### src/rtl/sh7604_pkg.sv
// sh7604_pkg
//   Shared types, constants and lane helpers for the SH7604 IBUS master.
//   Byte lanes are big-endian: lane 3 (BA bit 3) is data bits [31:24] and
//   holds the byte at address offset 0.
package sh7604_pkg;

  typedef enum logic [1:0] {
    BYTE = 2'd0,
    WORD = 2'd1,
    LONG = 2'd2
  } IBUS_SZ_t;

  typedef enum logic [1:0] {
    IDLE = 2'd0,
    CYC1 = 2'd1,
    CYC2 = 2'd2,
    DONE = 2'd3
  } IBUS_STATE_t;

  // Responders in this window are only 16 bits wide.
  localparam logic [31:0] IBUS_W16_BASE = 32'hFFFF_FE00;
  localparam logic [31:0] IBUS_W16_END  = 32'hFFFF_FEFF;

  // The reserved size code 3 behaves as a longword.
  function automatic IBUS_SZ_t sz_decode(input logic [1:0] sz);
    case (sz)
      2'd0:    return BYTE;
      2'd1:    return WORD;
      default: return LONG;
    endcase
  endfunction

  function automatic logic misaligned(input IBUS_SZ_t sz, input logic [1:0] a);
    case (sz)
      WORD:    return a[0];
      LONG:    return |a;
      default: return 1'b0;
    endcase
  endfunction

  function automatic logic [3:0] ba_gen(input IBUS_SZ_t sz, input logic [1:0] a);
    case (sz)
      BYTE:    return 4'b1000 >> a;
      WORD:    return a[1] ? 4'b0011 : 4'b1100;
      default: return 4'b1111;
    endcase
  endfunction

  function automatic logic [31:0] wdata_rep(input IBUS_SZ_t sz, input logic [31:0] d);
    case (sz)
      BYTE:    return {4{d[7:0]}};
      WORD:    return {2{d[15:0]}};
      default: return d;
    endcase
  endfunction

  function automatic logic [31:0] rdata_ext(input IBUS_SZ_t sz, input logic [1:0] a,
                                            input logic [31:0] d);
    case (sz)
      BYTE: begin
        case (a)
          2'd0:    return {24'h0, d[31:24]};
          2'd1:    return {24'h0, d[23:16]};
          2'd2:    return {24'h0, d[15:8]};
          default: return {24'h0, d[7:0]};
        endcase
      end
      WORD:    return a[1] ? {16'h0, d[15:0]} : {16'h0, d[31:16]};
      default: return d;
    endcase
  endfunction

endpackage

### src/rtl/sh7604_ibus_lane.sv
// sh7604_ibus_lane
//   Combinational lane steering for one IBUS cycle.
//   sz, addr : size and low address bits of the cycle on the bus
//   wdata    : right-justified write data  -> wrep : lane-replicated data
//   rdata    : raw responder data          -> rext : right-justified, zero-extended
//   ba       : byte-lane enables
module sh7604_ibus_lane
  import sh7604_pkg::*;
(
  input  IBUS_SZ_t    sz,
  input  logic [1:0]  addr,
  input  logic [31:0] wdata,
  input  logic [31:0] rdata,
  output logic [3:0]  ba,
  output logic [31:0] wrep,
  output logic [31:0] rext
);

  assign ba   = ba_gen(sz, addr);
  assign wrep = wdata_rep(sz, wdata);
  assign rext = rdata_ext(sz, addr, rdata);

endmodule

### src/rtl/sh7604_ibus_initiator.sv
// sh7604_ibus_initiator
//   Takes one CPU access at a time and runs it as one IBUS cycle, or as two
//   word cycles for a longword to the 16-bit register window.
//   Handshake: the CPU holds CPU_REQ (with CPU_A/CPU_DI/CPU_SZ/CPU_WE stable)
//   until it sees CPU_ACK; CPU_ACK and the error flags are valid for exactly
//   one CE_R tick. On the IBUS side IBUS_REQ stays high with stable address,
//   lanes and data until a CE_R tick with IBUS_BUSY low ends the cycle.
//   Ports: CLK/RST_N clock and async reset; CE_R/CE_F phase enables; EN
//   freeze; RES_N synchronous chip reset; CPU_* CPU side; IBUS_* responder
//   side; DBG_STATE current FSM state.
module sh7604_ibus_initiator
  import sh7604_pkg::*;
#(
  parameter logic [7:0] TIMEOUT = 8'd255
) (
  input  logic        CLK,
  input  logic        RST_N,
  input  logic        CE_R,
  input  logic        CE_F,
  input  logic        EN,
  input  logic        RES_N,
  input  logic [31:0] CPU_A,
  input  logic [31:0] CPU_DI,
  input  logic [1:0]  CPU_SZ,
  input  logic        CPU_WE,
  input  logic        CPU_REQ,
  output logic [31:0] CPU_DO,
  output logic        CPU_ACK,
  output logic        CPU_BERR,
  output logic        CPU_AERR,
  output logic [31:0] IBUS_A,
  output logic [31:0] IBUS_DO,
  input  logic [31:0] IBUS_DI,
  output logic [3:0]  IBUS_BA,
  output logic        IBUS_WE,
  output logic        IBUS_REQ,
  input  logic        IBUS_BUSY,
  input  logic        IBUS_ACT,
  output IBUS_STATE_t DBG_STATE
);

  IBUS_STATE_t state, state_nx;
  IBUS_SZ_t    cur_sz, req_sz;
  logic [31:0] a_reg, cur_wd, cpu_do_r;
  logic [15:0] lo_wd, hi_word;
  logic [7:0]  busy_cnt;
  logic        we_reg, split_reg, berr_r, aerr_r;
  logic        adv, accept, req_misal, req_split, timeout_hit;
  logic [3:0]  lane_ba;
  logic [31:0] lane_wrep, lane_rext, rd_val;
  logic        unused;

  // CE_F is only meaningful to responders; nothing here advances on it.
  assign unused = CE_F;

  assign adv       = CE_R & EN;
  assign req_sz    = sz_decode(CPU_SZ);
  assign req_misal = misaligned(req_sz, CPU_A[1:0]);
  assign req_split = (req_sz == LONG) && (CPU_A >= IBUS_W16_BASE) && (CPU_A <= IBUS_W16_END);
  assign accept    = (state == IDLE) && CPU_REQ && !CPU_ACK;
  // True on the stalled tick that would bring the count up to TIMEOUT.
  assign timeout_hit = ({1'b0, busy_cnt} + 9'd1) >= {1'b0, TIMEOUT};
  // A missing responder or a write yields no read data.
  assign rd_val    = (IBUS_ACT && !we_reg) ? lane_rext : 32'h0;

  // One lane unit serves whichever half of the access is on the bus.
  sh7604_ibus_lane u_lane (
    .sz    (cur_sz),
    .addr  (a_reg[1:0]),
    .wdata (cur_wd),
    .rdata (IBUS_DI),
    .ba    (lane_ba),
    .wrep  (lane_wrep),
    .rext  (lane_rext)
  );

  // State register
  always_ff @(posedge CLK or negedge RST_N) begin
    if (!RST_N)      state <= IDLE;
    else if (!RES_N) state <= IDLE;
    else if (adv)    state <= state_nx;
  end

  // Next-state logic
  always_comb begin
    state_nx = state;
    case (state)
      IDLE: if (accept) state_nx = req_misal ? DONE : CYC1;
      CYC1: begin
        if (!IBUS_BUSY)       state_nx = (split_reg && IBUS_ACT) ? CYC2 : DONE;
        else if (timeout_hit) state_nx = DONE;
      end
      CYC2: if (!IBUS_BUSY || timeout_hit) state_nx = DONE;
      DONE: state_nx = IDLE;
      default: state_nx = IDLE;
    endcase
  end

  // Outputs
  always_comb begin
    CPU_ACK  = (state == DONE);
    CPU_BERR = (state == DONE) && berr_r;
    CPU_AERR = (state == DONE) && aerr_r;
    IBUS_REQ = (state == CYC1) || (state == CYC2);
    IBUS_WE  = IBUS_REQ && we_reg;
    IBUS_BA  = IBUS_REQ ? lane_ba : 4'h0;
  end

  assign CPU_DO    = cpu_do_r;
  assign IBUS_A    = a_reg;
  assign IBUS_DO   = lane_wrep;
  assign DBG_STATE = state;

  // Datapath: cycle parameters, busy counter, result capture.
  always_ff @(posedge CLK or negedge RST_N) begin
    if (!RST_N) begin
      a_reg <= '0; cur_wd <= '0; lo_wd <= '0; hi_word <= '0; cur_sz <= BYTE;
      we_reg <= 1'b0; split_reg <= 1'b0; busy_cnt <= '0;
      berr_r <= 1'b0; aerr_r <= 1'b0; cpu_do_r <= '0;
    end else if (!RES_N) begin
      a_reg <= '0; cur_wd <= '0; lo_wd <= '0; hi_word <= '0; cur_sz <= BYTE;
      we_reg <= 1'b0; split_reg <= 1'b0; busy_cnt <= '0;
      berr_r <= 1'b0; aerr_r <= 1'b0; cpu_do_r <= '0;
    end else if (adv) begin
      case (state)
        IDLE: begin
          if (accept) begin
            aerr_r <= req_misal;
            berr_r <= 1'b0;
            if (req_misal) begin
              cpu_do_r <= '0;
            end else begin
              a_reg     <= CPU_A;
              we_reg    <= CPU_WE;
              split_reg <= req_split;
              cur_sz    <= req_split ? WORD : req_sz;
              // A split longword sends its high half first.
              cur_wd    <= req_split ? {16'h0, CPU_DI[31:16]} : CPU_DI;
              lo_wd     <= CPU_DI[15:0];
              busy_cnt  <= '0;
            end
          end
        end
        CYC1, CYC2: begin
          if (!IBUS_BUSY) begin
            if (state == CYC1 && split_reg && IBUS_ACT) begin
              hi_word  <= rd_val[15:0];
              a_reg    <= a_reg + 32'd2;
              cur_wd   <= {16'h0, lo_wd};
              busy_cnt <= '0;
            end else begin
              berr_r <= !IBUS_ACT;
              if (state == CYC2) cpu_do_r <= IBUS_ACT ? {hi_word, rd_val[15:0]} : 32'h0;
              else               cpu_do_r <= rd_val;
            end
          end else if (timeout_hit) begin
            berr_r   <= 1'b1;
            cpu_do_r <= '0;
          end else begin
            busy_cnt <= busy_cnt + 8'd1;
          end
        end
        default: ;
      endcase
    end
  end

endmodule
### config.mk
export PLATFORM = sky130hd
export DESIGN_NAME = sh7604_ibus_initiator
export DESIGN_NICKNAME = d
export VERILOG_FILES = /design/src/rtl/sh7604_pkg.sv /design/src/rtl/sh7604_ibus_lane.sv /design/src/rtl/sh7604_ibus_initiator.sv
export SDC_FILE = /design/constraint.sdc
export NUM_CORES = 1
export LEC_CHECK = 0
export CAP_MARGIN = 30
export CORE_ASPECT_RATIO = 0.8
export CORE_UTILIZATION = 32
export CTS_CLUSTER_SIZE = 40
export DETAILED_ROUTE_END_ITERATION = 7
export PLACE_DENSITY = 0.65
export SETUP_SLACK_MARGIN = 0.4
export SYNTH_ARGS = -nofsm -noshare
export SYNTH_HDL_FRONTEND = slang
export SYNTH_SLANG_ARGS = --single-unit
export TNS_END_PERCENT = 20
### constraint.sdc
create_clock -name CLK -period 2.6 [get_ports CLK]
set_clock_uncertainty 0.2 [all_clocks]
set_input_delay 0.39 -clock CLK [delete_from_list [all_inputs] [get_ports CLK]]
set_output_delay 0.39 -clock CLK [all_outputs]
set_load 0.005 [all_outputs]
==> summary.md, run 1 <==
| Metric | Value |
|---|---|
| Avg WL per Cell | `21.1 um` |
| Vias in the first global route | `8290` |
| CP top delay family | `buffers and inverters` |
| Commonest non-fill, non-tap cell in the layout | `clkdlybuf4s50_1` |
| H-tree Lvls | `4` |
| Levels on crit path | `13` |
| Power Dens Cells | `715 nW/um2` |
| Root Buffer | `clkbuf_16` |
| Critical path class | `register to register` |
| Max-Cap Viols | `0` |
| RSZ-0062 raised after global routing | `true` |
| Count of cell types in the netlist | `68` |
| Worst endpoint required time | `2.71 ns` |
| Leading area contributor after synthesis | `dfrtp_1` |
| Min-Delay Path Class | `input pin to register` |
| Cell-internal power | `5.77 mW` |
| ANT nets after route | `0` |
| DPL Wire Length | `20600 um` |
| Vias | `8605` |
| Dpl cell area | `11100 um2` |
| Synthesized net count | `974` |
| Avg Vias per Cell | `5.74` |
| Initial antenna violation count | `0` |
| CP most frequent cell | `buf_6` |
| Largest net degree at the start of global routing | `56` |
| Worst setup margin | `0.118 ns` |
| Seq pwr share | `29.3%` |
| CP bufs+invs | `6` |
| Clk pwr share | `25.1%` |
| Area share of the largest cell type after synthesis | `44.0%` |
| CP startpoint | `DBG_STATE[0]$_DFFE_PN0P_` |
| Nets | `1283` |
| Combinational power share | `45.6%` |
| Final Hold Violating Endpoints | `0` |
| Cts bufs inserted | `17` |
| Sw Ratio | `37.9%` |
| CTS sink count | `144` |
| Ys flop type | `dfrtp_1` |
| Crit path arrival time | `2.60 ns` |
| Die width | `181 um` |
| DIE AREA | `26200 um2` |
| Gpl congestion | `0.890` |
| Crit path launch type | `register` |
| Crit-path max cell delay | `0.44 ns` |
| WL final | `31600 um` |
| Rel. slew slack | `41.1%` |
| Mapped Area | `8190 um2` |
| # rows | `51` |
| Worst r2r path cells | `13` |
| TritonRoute pass-1 iters | `5` |
| Buffers on Ports | `213` |
| FMAX | `403 MHz` |
| P&R area growth vs syn | `58.7%` |
| Minimum setup slack among reg-to-reg paths | `0.12 ns` |
| Run status | `finished clean` |
| Reg2reg start | `DBG_STATE[0]$_DFFE_PN0P_` |
| Power Total | `9.29 mW` |
| Pre-CTS setup slack | `-0.119 ns` |
| Worst setup endpoint | `CPU_DO[23]$_DFFE_PN0P_` |
| R2R Path End | `CPU_DO[23]$_DFFE_PN0P_` |
| Crit share post-route | `95.5%` |
| Yosys warns | `0` |
| Psw | `3.52 mW` |
| Chip height | `145 um` |
| Minimum clock period | `2.48 ns` |
| Ant. Diodes | `0` |
| Core area | `24700 um2` |
| Most frequent cells in the layout | `191 x clkdlybuf4s50_1, 136 x dfrtp_1, 97 x buf_4, 61 x nor2_1, 60 x nand2_1` |
| Post-route cell area | `13000 um2` |
| Synth Instances | `858` |
| Flops & latches, synth | `144` |
| Share of layout cells above drive strength 1 | `27.4%` |
| Clock buffer depth | `2` |
| Top cells by area, synth | `dfrtp_1 44%, a22o_1 6.2%, mux2_2 5.4%` |
| Final Max Tran Viols | `0` |
| I/O pin total | `215` |
| Clock tree from TritonCTS | `yes` |
| CP cell instances | `buf_6 > ha_4 > and4b_2 > buf_6 > buf_6 > nand2_4 > o21ai_4 > nor3_2 > buf_4 > o22ai_4 > buf_12 > buf_16 > o2bb2ai_2` |
| Avg Synthesized Cell Area | `9.54 um2` |
| Slowest-stage cell, CP | `dfrtp_2` |
| Post-synth EDFFs | `0` |
| Gr usage total | `23.6%` |
| # DRC | `0` |
| Post-route core utilization | `52.6%` |
| First-pass GRT wire length | `48300 um` |
| P_leak | `5.45 nW` |
| Latest clock arrival within the worst-skew pair | `0.42 ns` |
| Global route overflow | `0` |
| Final number of setup-violating endpoints | `0` |
| Async SR Flop Fraction | `100%` |
| Worst slew pin tran | `0.877 ns` |
| Clock transition at path regs | `0.07 ns` |
| Crit path max fanout | `7` |
| Crit. End Element | `register` |
| Post-synthesis sequential area ratio | `44.0%` |
| Initial Utilization | `33.2%` |
| Initial drt markers | `825` |
| Maximum vdd ir drop | `618 uV` |
## per-layer routing
metal  track usage, %  share of wire, %  up-vias
li1                 -                 -     3903
met5                0                 0        -
met1             33.8                44     4181
met2             35.7                45      480
met4             5.68               1.9        0
met3             5.52               8.8       41
## final cells by class
| type | count | area, um2 |
|---|---|---|
| fillers | 2160 | 11700 |
| multi-input cells | 629 | 4760 |
| flip-flops and latches | 144 | 3610 |
| repair buffers | 361 | 3600 |
| clock buffers | 18 | 429 |
| well taps | 318 | 398 |
| clock inverters | 14 | 121 |
| inverters | 14 | 70.1 |
## worst min path at each step
stage                                     endpoint  slack (ns)  cells after the start  start
after floorplan              CPU_DO[0]$_DFFE_PN0P_       -0.11                      0  RST_N
after global placement      IBUS_A[11]$_DFFE_PN0P_        0.20                      1  RST_N
after detailed placement     IBUS_A[6]$_DFFE_PN0P_        0.20                      1  RST_N
after CTS                 DBG_STATE[1]$_DFFE_PN0P_        0.13                      3  RES_N
after global routing      DBG_STATE[1]$_DFFE_PN0P_        0.14                      3  RES_N
final                     DBG_STATE[1]$_DFFE_PN0P_        0.14                      3  RES_N
## power by group through the flow
stage | Clock [mW] | Combinational [mW] | Sequential [mW]
final | 2.33 | 4.24 | 2.72
after global routing | 2.47 | 4.51 | 2.76
after CTS | 2.37 | 3.92 | 2.71
after detailed placement | 0 | 3.08 | 2.76
after global placement | 0 | 3.05 | 2.75
after floorplan | 0 | 1.80 | 2.69
## logic make-up (layout without fill, tap and decap cells)
group / after synthesis / in the layout / synth area share, %
multiplexers: 54 / 54 / 7.20
flip-flops: 144 / 144 / 44.0
AND/OR/NAND/NOR: 269 / 269 / 16.3
adder cells (fa/ha/maj): 8 / 8 / 1.22
AO/OA/AOI/OAI: 298 / 298 / 26.6
buffers and inverters: 85 / 407 / 4.58
## worst min-delay path: stages
cell and delay [ns]:
buf_2 0.18, nand2_1 0.09, mux2i_1 0.06
## cell usage after synthesis, drive strengths merged (8+ instances only)
master   instances
dfrtp          144
nor2            68
nand2           66
a22o            58
o21ai           58
clkbuf          49
a21oi           41
mux2            39
nand3           37
a22oi           24
buf             22
nor3            22
o31ai           21
o2bb2ai         19
mux2i           15
nand4           14
a32o            13
inv             12
a21o            10
nor4             9
and2             8
and3             8
ha               8
## what timing repair did
action | 4_1_cts | 5_1_grt
hold buffers | 1 | 0
pin swaps | 25 | 14
endpoints found under the setup margin | 176 | 178
endpoints found under the hold margin | 51 | 0
gates resized for setup | 159 | 63
gates cloned | 5 | 3
buffers inserted | 54 | 11
## metrics by stage
step	TNS [ns]	std cells	hold WS (ns)
final	0	1498	0.142
after global routing	0	1498	0.141
after CTS	0	1484	0.131
after detailed placement	-4.61	1392	0.197
after global placement	-2.21	1392	0.198
after floorplan	0	858	-0.106
No activity file was read; power rests on OpenSTA's default activity.
==> inputs of run 2 (changes only) <==
--- a/config.mk
+++ b/config.mk
@@ -10,6 +10,7 @@
 export CORE_UTILIZATION = 32
 export CTS_CLUSTER_SIZE = 40
 export DETAILED_ROUTE_END_ITERATION = 7
+export MAX_ROUTING_LAYER = met4
 export PLACE_DENSITY = 0.65
 export SETUP_SLACK_MARGIN = 0.4
 export SYNTH_ARGS = -nofsm -noshare
==> run 2 against run 1 <==
Net effect:
- routed wire length up 3.0%
- power up 0.86%
- hold slack better by 0.0083 ns
- cell area up 0.44%
- register-to-register slack better by 0.06 ns
- critical endpoint is now IBUS_DO[10]
- largest cell class unchanged
- core utilization up 0.23 points
- global-route usage increased by 0.76 points
==> summary.md, run 2 (synthesized netlist as in run 1, its figures left out) <==
| Metric | Value |
|---|---|
| Run status | `finished clean` |
| Min-Delay Path Class | `input pin to register` |
| Maximum vdd ir drop | `664 uV (+7.4%)` |
| Die width | `181 um (unchanged)` |
| TritonRoute pass-1 iters | `6 (+1)` |
| P_leak | `5.49 nW (+0.75%)` |
| Largest net degree at the start of global routing | `57 (+1.8%)` |
| Most frequent cells in the layout | `184 x clkdlybuf4s50_1, 139 x dfrtp_1, 86 x buf_4, 60 x nand2_1` |
| Final Hold Violating Endpoints | `0 (unchanged)` |
| Crit path launch type | `register` |
| Rel. slew slack | `43.8% (+2.7 points)` |
| Crit path arrival time | `1.85 ns (-0.75 ns)` |
| Worst r2r path cells | `9 (-4)` |
| Buffers on Ports | `213 (unchanged)` |
| Critical path class | `register to primary output` |
| CTS sink count | `144 (unchanged)` |
| Worst setup margin | `0.158 ns (+0.0401 ns)` |
| Worst slew pin tran | `0.837 ns (-0.0398 ns)` |
| Clock tree from TritonCTS | `yes` |
| CP cell instances | `nor2_2 > buf_6 > buf_4 > mux2_2 > clkdlybuf4s15_1` |
| # rows | `51 (unchanged)` |
| Crit path max fanout | `6 (-1)` |
| Commonest non-fill, non-tap cell in the layout | `clkdlybuf4s50_1` |
| Reg2reg start | `DBG_STATE[1]$_DFFE_PN0P_` |
| P&R area growth vs syn | `59.4%` |
| Global route overflow | `0 (unchanged)` |
| Root Buffer | `clkbuf_16` |
| Dpl cell area | `11100 um2 (about the same)` |
| Gr usage total | `24.4% (+0.76 points)` |
| Clock buffer depth | `2 (unchanged)` |
| Chip height | `145 um (unchanged)` |
| Final number of setup-violating endpoints | `0 (unchanged)` |
| Share of layout cells above drive strength 1 | `26.7% (-0.67 points)` |
| Vias | `8607 (+0.023%)` |
| Latest clock arrival within the worst-skew pair | `0.43 ns (about the same)` |
| Initial Utilization | `33.2% (unchanged)` |
| WL final | `32500 um (+3.0%)` |
| ANT nets after route | `0 (unchanged)` |
| DIE AREA | `26200 um2 (unchanged)` |
| Crit-path max cell delay | `0.50 ns (+0.06 ns)` |
| Power Total | `9.37 mW (+0.86%)` |
| Minimum clock period | `2.44 ns (-0.0401 ns)` |
| Minimum setup slack among reg-to-reg paths | `0.18 ns (+0.06 ns)` |
| I/O pin total | `215 (unchanged)` |
| Cts bufs inserted | `17 (unchanged)` |
| RSZ-0062 raised after global routing | `true` |
| Vias in the first global route | `8176 (-1.4%)` |
| Crit. End Element | `primary output` |
| Core area | `24700 um2 (unchanged)` |
| Gpl congestion | `0.903 (+1.5%)` |
| Slowest-stage cell, CP | `dfrtp_2` |
| FMAX | `409 MHz (+1.6%)` |
| Pre-CTS setup slack | `-0.116 ns (+0.00331 ns)` |
| Initial antenna violation count | `1 (+1)` |
| H-tree Lvls | `4 (unchanged)` |
| Max-Cap Viols | `0 (unchanged)` |
| R2R Path End | `cur_wd[25]$_DFFE_PN0P_` |
| Crit share post-route | `93.9% (-1.5 points)` |
| Avg WL per Cell | `21.8 um (+3.2%)` |
| Power Dens Cells | `718 nW/um2 (+0.42%)` |
| Nets | `1279 (-0.31%)` |
| Initial drt markers | `1032 (+25%)` |
| First-pass GRT wire length | `48500 um (+0.44%)` |
| Post-route cell area | `13000 um2 (+0.44%)` |
| Clock transition at path regs | `0.07 ns (about the same)` |
| DPL Wire Length | `20600 um (+0.34%)` |
| Avg Vias per Cell | `5.76 (+0.22%)` |
| Worst setup endpoint | `IBUS_DO[10]` |
| CP startpoint | `cur_sz[1]$_DFFE_PN0P_` |
| Setup TNS | `0 ns (unchanged)` |
| Worst endpoint required time | `2.01 ns (-0.70 ns)` |
| # DRC | `0 (unchanged)` |
| Final Max Tran Viols | `0 (unchanged)` |
[run 2: cell count changes in the layout (fill, tap and decap cells not counted), moves of 4 or more]
cell | before | now
clkdlybuf4s50_1 | 191 | 184
o2bb2ai_1 | 6 | 15
buf_4 | 97 | 86
o2bb2ai_2 | 9 | 4
buf_2 | 12 | 7
clkbuf_16 | 18 | 24
o2bb2ai_4 | 4 | 0
[run 2: cell type report]
type | count | area, um2
clock buffer | 18 | 429
antenna | 1 | 2.50
sequential | 144 | 3610
multi-input combinational | 630 | 4720
inverter | 14 | 70.1
timing repair buffer | 356 | 3700
clock inverter | 14 | 121
fill | 2164 | 11600
tap | 318 | 398
[run 2: through the flow]
| step | hold slack [ns] | std cells | util [%] |
|---|---|---|---|
| floorplan | -0.106 | 858 | - |
| global route | 0.152 | 1495 | 52.8 |
| global placement | 0.206 | 1391 | 45.1 |
| detailed placement | 0.204 | 1391 | 45.1 |
| finish | 0.150 | 1495 | 52.8 |
| CTS | 0.113 | 1459 | 49.7 |
[run 2: where the power goes]
part	internal, mW	switching (mW)	total [mW]
sequential	2.47	0.261	2.73
clock	1.26	1.10	2.36
combinational	2.04	2.23	4.27
total	5.77	3.59	9.37
[run 2: worst max-delay path: cells and delay by family, from the launching register on]
family | cells | cell delay (ns)
flip-flops | 1 | 0.50
buffers and inverters | 3 | 0.45
multiplexers | 1 | 0.33
AND/OR/NAND/NOR | 1 | 0.14
[run 2: how the worst min path moves through the flow]
stage,startpoint,to,slack (ns),cells past startpoint
2_1_floorplan,RST_N,CPU_DO[0]$_DFFE_PN0P_,-0.11,0
3_3_place_gp,RST_N,IBUS_A[11]$_DFFE_PN0P_,0.21,1
3_5_place_dp,RST_N,IBUS_A[11]$_DFFE_PN0P_,0.20,1
4_1_cts,RES_N,DBG_STATE[1]$_DFFE_PN0P_,0.11,3
5_1_grt,RES_N,DBG_STATE[1]$_DFFE_PN0P_,0.15,3
6_report,RES_N,DBG_STATE[1]$_DFFE_PN0P_,0.15,3
[run 2: per-layer routing]
layer	wire length [um]	vias to the layer above	track usage, %
met4	569	0	6.92
met3	2380	37	5.37
li1	-	3891	-
met1	15000	4293	34.6
met2	14500	386	34.5
met5	0	-	-
[run 2: what timing repair did]
| action | in CTS | in global routing |
|---|---|---|
| setup buffers | 31 | 26 |
| endpoints found under the hold margin | 52 | 0 |
| endpoints found under the setup margin | 174 | 177 |
| gates cloned | 4 | 9 |
| pin swaps | 19 | 38 |
| hold buffers | 1 | 0 |
| gates resized for setup | 105 | 113 |
==> inputs of run 3 (changes only) <==
--- a/config.mk
+++ b/config.mk
@@ -13,6 +13,7 @@
 export MAX_ROUTING_LAYER = met4
 export PLACE_DENSITY = 0.65
 export SETUP_SLACK_MARGIN = 0.4
+export SLEW_MARGIN = 0
 export SYNTH_ARGS = -nofsm -noshare
 export SYNTH_HDL_FRONTEND = slang
 export SYNTH_SLANG_ARGS = --single-unit
==> results of run 3 <==
The final DEF is identical to that of run 2; final timing and power are the same.
